## src/rtl/bitpack_pkg.sv

```systemverilog
// Shared state encoding, LFSR feedback masks and seed table for the
// stochastic bitstream sequencer.
package bitpack_pkg;

  typedef enum logic [1:0] {
    ST_IDLE,
    ST_RUN,
    ST_DRAIN,
    ST_DONE
  } state_e;

  localparam int unsigned MAX_W = 16;

  localparam logic [7:0] SEED_TABLE [4] = '{8'hA5, 8'h3C, 8'h71, 8'hE2};

  // Fibonacci feedback mask: bit k set means stage k+1 of the polynomial is tapped.
  function automatic logic [MAX_W-1:0] lfsr_taps(input int unsigned width);
    case (width)
      4:       return 16'h000C;
      8:       return 16'h00B8;
      16:      return 16'hB400;
      default: return 16'h00B8;
    endcase
  endfunction

  function automatic logic [MAX_W-1:0] sng_seed(input int unsigned idx);
    if (idx < 4) return {8'h00, SEED_TABLE[idx[1:0]]};
    return MAX_W'(idx + 1);
  endfunction

endpackage

```

## src/rtl/bit_sng.sv

```systemverilog
// Stochastic number generator: maximal-length Fibonacci LFSR whose state is
// compared against X to produce one stream bit per cycle.
module bit_sng
  import bitpack_pkg::*;
#(
  parameter int unsigned      WIDTH = 8,
  parameter logic [WIDTH-1:0] SEED  = '1
) (
  input  logic             CLK,
  input  logic             RST_N,
  input  logic             LOAD,
  input  logic             EN,
  input  logic [WIDTH-1:0] X,
  output logic             BIT
);

  localparam logic [MAX_W-1:0] TAPS_FULL = lfsr_taps(WIDTH);
  localparam logic [WIDTH-1:0] TAPS      = TAPS_FULL[WIDTH-1:0];

  logic [WIDTH-1:0] lfsr_q, lfsr_d;

  always_comb begin
    lfsr_d = lfsr_q;
    if (LOAD) begin
      lfsr_d = SEED;
    end else if (EN) begin
      lfsr_d = {lfsr_q[WIDTH-2:0], ^(lfsr_q & TAPS)};
    end
  end

  always_ff @(posedge CLK or negedge RST_N) begin
    if (!RST_N) lfsr_q <= SEED;
    else        lfsr_q <= lfsr_d;
  end

  // The LFSR never holds zero, so X=0 yields no ones and X=all-ones yields all ones.
  assign BIT = (lfsr_q <= X);

endmodule

```

## src/rtl/bit_stream_ctrl.sv

```systemverilog
// Sequencer for a 4-input stochastic bitstream core: issues LEN SNG bits to the
// core, counts ones on its PROD/AVG outputs, and reports via START/BUSY/DONE.
module bit_stream_ctrl
  import bitpack_pkg::*;
#(
  parameter int unsigned WIDTH = 8,
  parameter int unsigned N_IN  = 4,
  parameter int unsigned LEN_W = 16
) (
  input  logic                    CLK,
  input  logic                    RST_N,
  input  logic                    START,
  input  logic [LEN_W-1:0]        LEN,
  input  logic [N_IN*WIDTH-1:0]   X,
  output logic                    BUSY,
  output logic                    DONE,
  output logic [LEN_W-1:0]        CNT_PROD,
  output logic [LEN_W-1:0]        CNT_AVG,
  output logic [N_IN-1:0]         CORE_A,
  output logic [$clog2(N_IN)-1:0] CORE_SEL,
  input  logic                    CORE_PROD,
  input  logic                    CORE_AVG
);

  localparam int unsigned SEL_W = $clog2(N_IN);

  state_e                  state_q, state_d;
  logic [LEN_W-1:0]        len_q, len_d;
  logic [N_IN*WIDTH-1:0]   x_q, x_d;
  logic [LEN_W-1:0]        issue_q, issue_d;
  logic [SEL_W-1:0]        sel_q, sel_d;
  logic                    valid_q, valid_d;
  logic [LEN_W-1:0]        cnt_prod_q, cnt_prod_d;
  logic [LEN_W-1:0]        cnt_avg_q, cnt_avg_d;
  logic [N_IN-1:0]         core_a_q, core_a_d;
  logic [SEL_W-1:0]        core_sel_q, core_sel_d;
  logic                    busy_q, busy_d;
  logic                    done_q, done_d;

  logic                    sng_load, sng_en;
  logic [N_IN-1:0]         sng_bit;

  for (genvar gi = 0; gi < N_IN; gi++) begin : g_sng
    localparam logic [MAX_W-1:0] SEED_FULL = sng_seed(gi);
    bit_sng #(
      .WIDTH (WIDTH),
      .SEED  (SEED_FULL[WIDTH-1:0])
    ) u_sng (
      .CLK   (CLK),
      .RST_N (RST_N),
      .LOAD  (sng_load),
      .EN    (sng_en),
      .X     (x_q[gi*WIDTH +: WIDTH]),
      .BIT   (sng_bit[gi])
    );
  end

  always_comb begin
    state_d    = state_q;
    len_d      = len_q;
    x_d        = x_q;
    issue_d    = issue_q;
    sel_d      = sel_q;
    valid_d    = 1'b0;
    cnt_prod_d = cnt_prod_q;
    cnt_avg_d  = cnt_avg_q;
    core_a_d   = '0;
    core_sel_d = '0;
    busy_d     = busy_q;
    done_d     = 1'b0;
    sng_load   = 1'b0;
    sng_en     = 1'b0;

    // The core output for the bit issued last cycle is counted on this edge.
    if (valid_q) begin
      cnt_prod_d = cnt_prod_q + LEN_W'(CORE_PROD);
      cnt_avg_d  = cnt_avg_q  + LEN_W'(CORE_AVG);
    end

    unique case (state_q)
      ST_IDLE: begin
        if (START) begin
          len_d      = LEN;
          x_d        = X;
          sng_load   = 1'b1;
          cnt_prod_d = '0;
          cnt_avg_d  = '0;
          issue_d    = '0;
          sel_d      = '0;
          busy_d     = 1'b1;
          state_d    = (LEN == '0) ? ST_DRAIN : ST_RUN;
        end
      end
      ST_RUN: begin
        sng_en     = 1'b1;
        valid_d    = 1'b1;
        core_a_d   = sng_bit;
        core_sel_d = sel_q;
        sel_d      = sel_q + SEL_W'(1);
        issue_d    = issue_q + LEN_W'(1);
        if (issue_q == len_q - LEN_W'(1)) state_d = ST_DRAIN;
      end
      ST_DRAIN: begin
        done_d  = 1'b1;
        state_d = ST_DONE;
      end
      ST_DONE: begin
        busy_d  = 1'b0;
        state_d = ST_IDLE;
      end
      default: state_d = ST_IDLE;
    endcase
  end

  always_ff @(posedge CLK or negedge RST_N) begin
    if (!RST_N) begin
      state_q    <= ST_IDLE;
      len_q      <= '0;
      x_q        <= '0;
      issue_q    <= '0;
      sel_q      <= '0;
      valid_q    <= 1'b0;
      cnt_prod_q <= '0;
      cnt_avg_q  <= '0;
      core_a_q   <= '0;
      core_sel_q <= '0;
      busy_q     <= 1'b0;
      done_q     <= 1'b0;
    end else begin
      state_q    <= state_d;
      len_q      <= len_d;
      x_q        <= x_d;
      issue_q    <= issue_d;
      sel_q      <= sel_d;
      valid_q    <= valid_d;
      cnt_prod_q <= cnt_prod_d;
      cnt_avg_q  <= cnt_avg_d;
      core_a_q   <= core_a_d;
      core_sel_q <= core_sel_d;
      busy_q     <= busy_d;
      done_q     <= done_d;
    end
  end

  assign BUSY     = busy_q;
  assign DONE     = done_q;
  assign CNT_PROD = cnt_prod_q;
  assign CNT_AVG  = cnt_avg_q;
  assign CORE_A   = core_a_q;
  assign CORE_SEL = core_sel_q;

endmodule

```

## config.mk

```make
export PLATFORM = sky130hd
export DESIGN_NAME = bit_stream_ctrl
export DESIGN_NICKNAME = d
export VERILOG_FILES = /design/src/rtl/bitpack_pkg.sv /design/src/rtl/bit_sng.sv /design/src/rtl/bit_stream_ctrl.sv
export SDC_FILE = /design/constraint.sdc
export NUM_CORES = 1
export LEC_CHECK = 0
export CAP_MARGIN = 5
export CORE_UTILIZATION = 42
export DETAILED_ROUTE_END_ITERATION = 8
export MAX_ROUTING_LAYER = met4
export PLACE_DENSITY = 0.6
export SLEW_MARGIN = 25
export SYNTH_ARGS = -nofsm -noshare
export SYNTH_HDL_FRONTEND = slang
export SYNTH_SLANG_ARGS = --single-unit
```

## constraint.sdc

```tcl
create_clock -name CLK -period 3.8 [get_ports CLK]
set_clock_uncertainty 0.2 [all_clocks]
set_input_delay 0.76 -clock CLK [delete_from_list [all_inputs] [get_ports CLK]]
set_output_delay 0.76 -clock CLK [all_outputs]
set_load 0.005 [all_outputs]
```

Word-level counts from Yosys, hierarchy flattened
Index checks and enable logic that the tools add are counted.
{"block": "word_totals", "ramBits": 0, "out_inout_bits": 40, "latch_bits": 0, "mem_count": 0, "mem_bits_ro": 0, "in_bits": 53, "wordCells": 74, "ff_bits": 141}
{"block": "op_classes", "order_cmp": 4, "reduce_logical": 13, "mux": 30, "bitwise_logic": 0, "eq_ne": 6, "shifts": 0, "n_div": 0, "add_sub_neg": 5, "n_mul": 0}
{"cell": "2-to-1 mux 16 bit", "count": 7}
{"cell": "2-to-1 mux 8 bit", "count": 8}
{"cell": "adder 16 x 1 -> 16 bit", "count": 2}
{"cell": "less-or-equal comparator 8 bit", "count": 4}
{"cell": "one-hot mux 16 bit (2 select lines)", "count": 1}
{"cell": "XOR reduction 8 bit", "count": 4}
{"cell": "adder 16 x 1 -> 16 bit (second input constant)", "count": 1}
{"cell": "== test 16 bit", "count": 1}
{"cell": "zero test 16 bit", "count": 1}
{"cell": "subtractor 16 x 1 -> 16 bit (second input constant)", "count": 1}
{"cell": "2-to-1 mux 2 bit", "count": 5}
{"cell": "one-hot mux 2 bit (4 select lines)", "count": 1}
{"cell": "AND reduction 2 bit", "count": 4}
{"cell": "nonzero test 2 bit", "count": 3}
{"cell": "2-to-1 mux 1 bit", "count": 5}
{"cell": "== test 2 bit (second input constant)", "count": 2}
{"cell": "2-to-1 mux 4 bit", "count": 1}
{"cell": "inequality test 2 bit (second input constant)", "count": 2}
{"cell": "one-hot mux 2 bit (2 select lines)", "count": 1}
{"cell": "adder 2 x 1 -> 2 bit (second input constant)", "count": 1}
{"cell": "== test 2 x 1 -> 1 bit (second input constant)", "count": 1}
{"cell": "zero test 2 bit", "count": 1}
{"cell": "one-hot mux 1 bit (2 select lines)", "count": 1}

Logic depth before layout (Yosys ltp)
Gate-level depths: netlist of the first run.
{"block": "logic_depth", "depth_word": 4, "ltp_mapped": 8, "ltp_nobuf": 8}

Hierarchy
A second synthesis of the first run with hierarchy kept.
{"block": "unflattened", "hier_cells": 800, "hier_area_um2": 7460.9}
{"module": "bit_stream_ctrl", "cells_per_inst": 576, "seq_area_each_um2": 2727.6, "instances": 1, "area_each_um2": 5271.3}
{"module": "bit_sng (g_sng[0].u_sng ...)", "cells_per_inst": 56, "seq_area_each_um2": 205.2, "instances": 2, "area_each_um2": 539.3}
{"module": "bit_sng (g_sng[3].u_sng)", "cells_per_inst": 56, "seq_area_each_um2": 205.2, "instances": 1, "area_each_um2": 558.0}
{"module": "bit_sng (g_sng[1].u_sng)", "cells_per_inst": 56, "seq_area_each_um2": 205.2, "instances": 1, "area_each_um2": 553.0}

Least setup slack after synthesis of the first run
OpenSTA, ideal clock, no wires.
{"block": "synth_path", "path_kind": "reg2reg", "from": "reg len_q[4]", "to": "reg state_q[0]", "path_buffers": 1, "required_time_ns": 3.472, "path_stages_with_launch": 8, "t_arrival_ns": 2.532, "setup_slack_ns": 0.941, "synth_period_minus_slack_ns": 2.859, "path_cell_list": "dfrtp_1 buf_6 or4_4 nor4b_1 mux2i_1 o22ai_2 nor4_4 mux2_1"}
{"block": "synth_between", "elab_chain_len": 4}
{"element": "start, declared", "line_no": "bit_stream_ctrl.sv:28", "source": "logic [LEN_W-1:0] len_q, len_d;"}
{"element": "start signal, assigned", "line_no": "bit_stream_ctrl.sv:131", "source": "len_q <= len_d;"}
{"element": "subtractor 16 x 1 -> 16 bit", "line_no": "bit_stream_ctrl.sv:101", "source": "if (issue_q == len_q - LEN_W'(1)) state_d = ST_DRAIN;"}
{"element": "== test 16 bit", "line_no": "bit_stream_ctrl.sv:101"}
{"element": "inequality test 2 bit (no source line)"}
{"element": "AND reduction 2 bit (no source line)"}
{"element": "end signal, assigned", "line_no": "bit_stream_ctrl.sv:130", "source": "state_q <= state_d;"}
{"element": "end, declared", "line_no": "bit_stream_ctrl.sv:27", "source": "state_e state_q, state_d;"}
Every way passes these cells.
A chain may end at the register's enable or synchronous reset.

Worst setup path after layout of the first run
Ends and elaborated chain as after synthesis.

==> reports/qor_table.md, run 1 <==
| Parameter | Reported |
|:---|:---|
| Die span in y | 134.8 um |
| Vias per cell | 5.139 |
| Maximum fanout along the worst path | 9 |
| Final-stage net count | 954 |
| Count of synthesis-stage warnings from yosys | 0 |
| Nature of the critical path endpoint | flip-flop |
| Worst rel slew slack | 38.63% |
| Crit path kind | reg -> reg |
| Setup Total Neg Slack | 0 ns |
| CTS Root Buffer Type | clkbuf_16 |
| Number of different library cells in the post-synthesis netlist | 54 |
| Level count of the clock H-tree | 4 |
| Nets in the synthesized netlist | 871 |
| Post-synth EDFFs | 0 |
| Worst-Skew Late Latency | 0.42 ns |
| Fraction of final layout cells with drive strength greater than 1 | 8.028% |
| Critical path launch point type | flip-flop |
| Total gr overflow | 0 |
| Origin of the critical flop-to-flop path | len_q[4] |
| Max rail drop VDD | 0.3681 mV |
| Required time of the critical path | 3.90 ns |
| Via count of the first global-routing pass | 5538 |
| R2R Setup Slk | 0.80 ns |
| All-Layer GR Usage | 19.22% |
| Number of instances in the synthesized netlist | 776 |
| Post-CTS resize count | 0 |
| Status | completed |
| N_diodes | 0 |
| TritonCTS clock tree | yes |
| Detailed placer's ending HPWL | 10980 um |
| Met1 demand-to-capacity share in global routing | 25.05% |
| Flop and latch count out of synthesis | 141 |
| Instance area at placement | 8549 sq um |
| Synth top area cells | dfrtp_1 42%, ha_1 7.1%, nand2_1 6.3% |
| Hold_buf cts | 0 |
| Post-synth top area cell | dfrtp_1 |
| Fraction of the cycle the final worst path needs | 78.96% |
| Total power | 5.280 mW |
| Setup repair after global routing missed its margin | no |
| Sum of routed wire length over all layers | 15880 um |
| Number of antenna violations at the first check in global routing | 0 |
| Total via count after detailed routing | 5638 |
| Busiest grt layer | met2 |
| Commonest non-fill, non-tap cells in the layout | 125 x dfrtp_1, 125 x nand2_1, 91 x clkdlybuf4s50_1, 76 x nor2_1, 49 x o21ai_0 |
| Endpoint of the worst-slack reg-to-reg timing path | state_q[0] |
| Power density over the cells | 575.1 nW/um^2 |
| Final core occ | 53.27% |
| Final Instance Area | 9181 sq um |
| Filler cells | 1525 |
| Max-slew violation count | 0 |
| Area growth from synthesis to layout | 24.02% |
| Met3 Resource Use GR | 3.904% |
| Met2 layer usage reported by global route | 29.30% |
| Arrival time of data at the critical path endpoint | 3.10 ns |
| Worst slack at placement | 0.5793 ns |
| Mean cell area of the mapped netlist | 9.540 sq um |
| Top_reg_cell synth | dfrtp_1 |
| Global-route wire length before repair | 26730 um |
| Minimum clock period | 3.000 ns |
| Routed length per instance | 14.47 um |
| Synth top area share | 42.25% |
| Std-Cell Core Area | 17240 sq um |
| Total CTS buffers | 17 |
| Cell leakage power | 4.579 nW |
| Initial core utilization | 42.95% |
| Post-DRT Antenna Nets | 0 |
| Quantity of I/O buffers inserted on ports | 92 |
| Fraction of registers with async set or reset after synthesis | 100.0% |
| Reg clk slew, reported paths | 0.06 ns |
| Drt first pass iters | 5 |
| Die area | 18160 sq um |
| Max clock buf depth | 2 |
| Worst Slack Setup Final | 0.7996 ns |
| Drt drc | 0 |
| Number of violations reported at the end of detailed-routing iteration 0 | 326 |
| Mapped cell area | 7403 sq um |
| Number of sinks driven by the clock tree | 141 |
| Die width | 134.8 um |
| Total setup buffers inserted after CTS | 0 |
| R2R cell count | 6 |
| Max capacitance violation total | 0 |
| Floorplan row count | 48 |
| Slew at the pin closest to its max-slew limit | 0.9206 ns |
| Path class of the lowest-slack min-delay path | in -> async |
| Number of ports placed on the die boundary | 93 |
| Final RePlAce weighted congestion | 0.8700 |
| Share of the yosys chip area belonging to registers | 47.93% |
| Fmax achieved | 333.3 MHz |
| Endpoints failing setup | 0 |
| Maximum number of pins on one net before global-route repair | 101 |
| Number of hold-slack violations in the final timing report | 0 |
kinds of logic (layout without fill, tap and decap cells):
kind of cell	count (synthesis)	after routing	synth area share, %
AOI/OAI and AO/OA	103	103	8.400
adders and majority gates	42	42	7.098
buffers and inverters	81	177	4.225
muxes	39	39	5.307
xor gates and xnor gates	66	66	7.808
DFF	141	141	47.93
and+or+nand+nor	304	304	19.23
power by group:
part	leakage, nW	internal [mW]	total (mW)	switching (mW)
logic	2.63	0.663	1.31	0.650
registers	1.65	1.88	2.19	0.312
clock network	0.291	1.12	1.78	0.660
worst max path at each step:
| stage | depth (start not counted) | end | slack, ns | startpoint |
|---|---|---|---|---|
| floorplan | 7 | state_q[0] | 0.94 | len_q[4] |
| global placement | 7 | state_q[0] | 0.64 | LEN[8] |
| detailed placement | 7 | state_q[0] | 0.58 | LEN[8] |
| CTS | 6 | state_q[0] | 0.78 | len_q[0] |
| global route | 6 | state_q[0] | 0.68 | len_q[4] |
| finish | 6 | state_q[0] | 0.80 | len_q[4] |
state kept, by name, summed over array words and instances (netlist names), 2 cells and up:
name and flops:
state_q 2, CNT_AVG 16, sel_q 2, g_sng.u_sng.lfsr_q 32
CNT_PROD 16, CORE_SEL 2, x_q 32, issue_q 16
len_q 16, CORE_A 4
through the flow:
stage | hold WS, ns | cells
CTS | 0.2745 | 1097
global route | 0.3027 | 1097
finish | 0.2082 | 1097
detailed placement | 0.2710 | 1065
floorplan | 0.2497 | 776
global placement | 0.2689 | 1065
cell type report:
type	instances	area [sq um]	area share, %
flip-flops and latches	141	3548	38.65
clock buffers	18	439.2	4.783
inverters	46	172.7	1.881
clock inverters	14	192.7	2.099
well taps	225	281.5	3.066
repair buffers	99	999.7	10.89
multi-input cells	554	3547	38.63
layer usage:
metal,vias up,wire length [um]
met4,0,280
met5,-,0
met1,2723,7715
met3,18,664
li1,2782,-
met2,115,7216
critical path, stage by stage, from the launching register on:
cell	delay [ns]
dfrtp_1	0.47
or4_4	0.60
nor4b_1	0.51
mux2i_1	0.28
o22ai_2	0.12
nor4_4	0.36
mux2_1	0.35
synth_stat cells, drive strengths merged (3+ instances only):
cell      n
dfrtp   125
nand2   125
nor2     76
o21ai    49
inv      46
ha       42
mux2i    37
xnor2    34
xor2     32
clkbuf   30
nand4    22
a21oi    21
dfstp    16
nand3    15
and3     13
nor2b     9
nor4      9
nor3      6
or3       6
a211oi    5
a21o      5
buf       5
and2      4
o22ai     4
or2       4
nand2b    3
nand4b    3
o31a      3
or4       3
(Power assumes the default switching activity.)
==> inputs of run 2 (changes only) <==
--- a/config.mk
+++ b/config.mk
@@ -9,7 +9,7 @@
 export CORE_UTILIZATION = 42
 export DETAILED_ROUTE_END_ITERATION = 8
 export MAX_ROUTING_LAYER = met4
-export PLACE_DENSITY = 0.6
+export PLACE_DENSITY = 0.63
 export SLEW_MARGIN = 25
 export SYNTH_ARGS = -nofsm -noshare
 export SYNTH_HDL_FRONTEND = slang
==> constraint.sdc (replaced) <==
create_clock -name CLK -period 2.45 [get_ports CLK]
set_clock_uncertainty 0.2 [all_clocks]
set_input_delay 0.49 -clock CLK [delete_from_list [all_inputs] [get_ports CLK]]
set_output_delay 0.49 -clock CLK [all_outputs]
set_load 0.005 [all_outputs]
==> reports/qor_table.md, run 2 (synthesized netlist as in run 1, its figures left out) <==
| Parameter | Reported | vs previous |
|:---|:---|:---|
| Status | complete, but fails checks |  |
| Violations in the final reports | setup timing |  |
| Max capacitance violation total | 0 | unchanged |
| Total via count after detailed routing | 5652 | +0.25% |
| Setup Total Neg Slack | -0.3747 ns | -0.3747 ns |
| Hold path start | x_q[24] |  |
| Quantity of I/O buffers inserted on ports | 92 | unchanged |
| Area growth from synthesis to layout | 29.39% |  |
| Die area | 18160 sq um | unchanged |
| Worst Slack Setup Final | -0.2080 ns | -1.008 ns |
| Path class of the lowest-slack min-delay path | reg -> reg |  |
| Maximum number of pins on one net before global-route repair | 46 | -54% |
| Origin of the critical flop-to-flop path | len_q[7] |  |
| Nature of the critical path endpoint | flip-flop |  |
| R2R cell count | 6 | unchanged |
| Filler cells | 1546 | +1.4% |
| Worst-case hold slack | 0.2903 ns | +0.08216 ns |
| Max clock buf depth | 2 | unchanged |
| Slew at the pin closest to its max-slew limit | 0.6702 ns | -0.2504 ns |
| Final core occ | 55.57% | +2.3 points |
| Required time of the critical path | 2.55 ns | -1.35 ns |
| Critical path launch point type | flip-flop |  |
| Biggest registers after layout | g_sng.u_sng.lfsr_q (32), x_q (32) |  |
| Max-slew violation count | 0 | unchanged |
| Sum of routed wire length over all layers | 15820 um | -0.38% |
| Cell total after placement | 1105 | +3.8% |
| Commonest non-fill, non-tap cells in the layout | 125 x dfrtp_1, 125 x nand2_1, 91 x clkdlybuf4s50_1, 76 x nor2_1, 49 x o21ai_0 |  |
| Setup repair after global routing missed its margin | yes |  |
| All-Layer GR Usage | 19.28% | +0.060 points |
| Total power | 8.299 mW | +57% |
| Max rail drop VDD | 0.5703 mV | +55% |
| Level count of the clock H-tree | 4 | unchanged |
| Global-route wire length before repair | 27070 um | +1.3% |
| Drt drc | 0 | unchanged |
| Cell leakage power | 4.822 nW | +5.3% |
| Worst rel slew slack | 55.32% | +17 points |
| Vias per cell | 4.962 | -3.4% |
| R2R Setup Slk | -0.21 ns | -1.01 ns |
| Final-stage net count | 996 | +4.4% |
| Maximum fanout along the worst path | 3 | -6 |
| Area taken by multi-input logic gates | 3573 sq um | +0.74% |
| Number of ports placed on the die boundary | 93 | unchanged |
| Minimum clock period | 2.658 ns | -0.3424 ns |
| Detailed placer's ending HPWL | 11080 um | +0.96% |
| Final Instance Area | 9579 sq um | +4.3% |
| Std-Cell Core Area | 17240 sq um | unchanged |
| Number of stages on the worst hold path | 2 |  |
| Arrival time of data at the critical path endpoint | 2.76 ns | -0.34 ns |
| Sequential cell area in the final layout | 3548 sq um | unchanged |
| N_diodes | 0 | unchanged |
| Initial core utilization | 42.95% | unchanged |
| Instance area at placement | 8925 sq um | +4.4% |
| Total CTS buffers | 17 | unchanged |
| Final RePlAce weighted congestion | 0.8294 | -4.7% |
| Die span in y | 134.8 um | unchanged |
| Crit path kind | reg -> reg |  |
| Die width | 134.8 um | unchanged |
| Number of antenna violations at the first check in global routing | 0 | unchanged |
| Drt first pass iters | 4 | -1 |
| Reg clk slew, reported paths | 0.06 ns | about the same |
| Power density over the cells | 866.4 nW/um^2 | +51% |
| Endpoints failing setup | 2 | +2 |
| Worst slack at placement | -0.2907 ns | -0.8700 ns |
| Total gr overflow | 0 | unchanged |
| Fraction of final layout cells with drive strength greater than 1 | 12.58% | +4.6 points |
| Endpoint of the worst-slack reg-to-reg timing path | state_q[0] |  |
| Via count of the first global-routing pass | 5701 | +2.9% |
| Number of violations reported at the end of detailed-routing iteration 0 | 322 | -1.2% |
| Number of hold-slack violations in the final timing report | 0 | unchanged |
| Worst-Skew Late Latency | 0.42 ns | about the same |
| TritonCTS clock tree | yes |  |
| CTS Root Buffer Type | clkbuf_16 |  |
| Final standard cell count with taps included and fillers excluded | 1139 | +3.8% |
| Number of sinks driven by the clock tree | 141 | unchanged |
| Fraction of the cycle the final worst path needs | 108.5% | +30 points |
| Fmax achieved | 376.2 MHz | +13% |
| Hold-critical path endpoint | x_q[24] |  |
| Floorplan row count | 48 | unchanged |
| Post-DRT Antenna Nets | 0 | unchanged |
| Routed length per instance | 13.89 um | -4.1% |
[run 2: worst max path at each step]
stage / from / cells past startpoint / slack, ns / endpoint
global route: len_q[7] / 6 / -0.29 / state_q[0]
CTS: len_q[7] / 6 / -0.24 / state_q[0]
finish: len_q[7] / 6 / -0.21 / state_q[0]
global placement: len_q[1] / 6 / -0.22 / state_q[0]
detailed placement: len_q[1] / 6 / -0.29 / state_q[0]
floorplan: len_q[5] / 7 / -0.19 / state_q[0]
[run 2: where the power goes]
group / leakage [nW] / switching, mW / internal (mW)
Clock: 0.292 / 1.06 / 1.65
Combinational: 2.88 / 1.09 / 1.16
Sequential: 1.65 / 0.423 / 2.92
[run 2: area by class of cell]
| class | instances | share of cell area, % |
|---|---|---|
| clock inverter | 14 | 1.920 |
| tap | 225 | 2.939 |
| clock buffer | 18 | 4.585 |
| timing repair buffer | 141 | 14.41 |
| inverter | 46 | 1.803 |
| multi-input combinational | 554 | 37.30 |
| sequential | 141 | 37.04 |
[run 2: timing repair]
| item | CTS | global route |
|---|---|---|
| setup buffers | 1 | 0 |
| setup endpoints to repair | 2 | 2 |
| hold buffers | 1 | 0 |
| hold endpoints to repair | 25 | 0 |
| gates resized for setup | 1 | 2 |
[run 2: routing by layer]
metal	up-vias	wire length, um	track usage, %
li1	2873	-	-
met1	2667	7659	25.52
met2	99	7294	29.67
met3	13	687	4.354
met4	0	175	5.431
met5	-	0	-
[run 2: worst max-delay path, cell delays in order, from the launching register on]
cell	delay (ns)
dfrtp_1	0.38
or4_4	0.56
or4_4	0.50
a211oi_2	0.22
o22ai_2	0.12
nor4_4	0.23
mux2_4	0.33
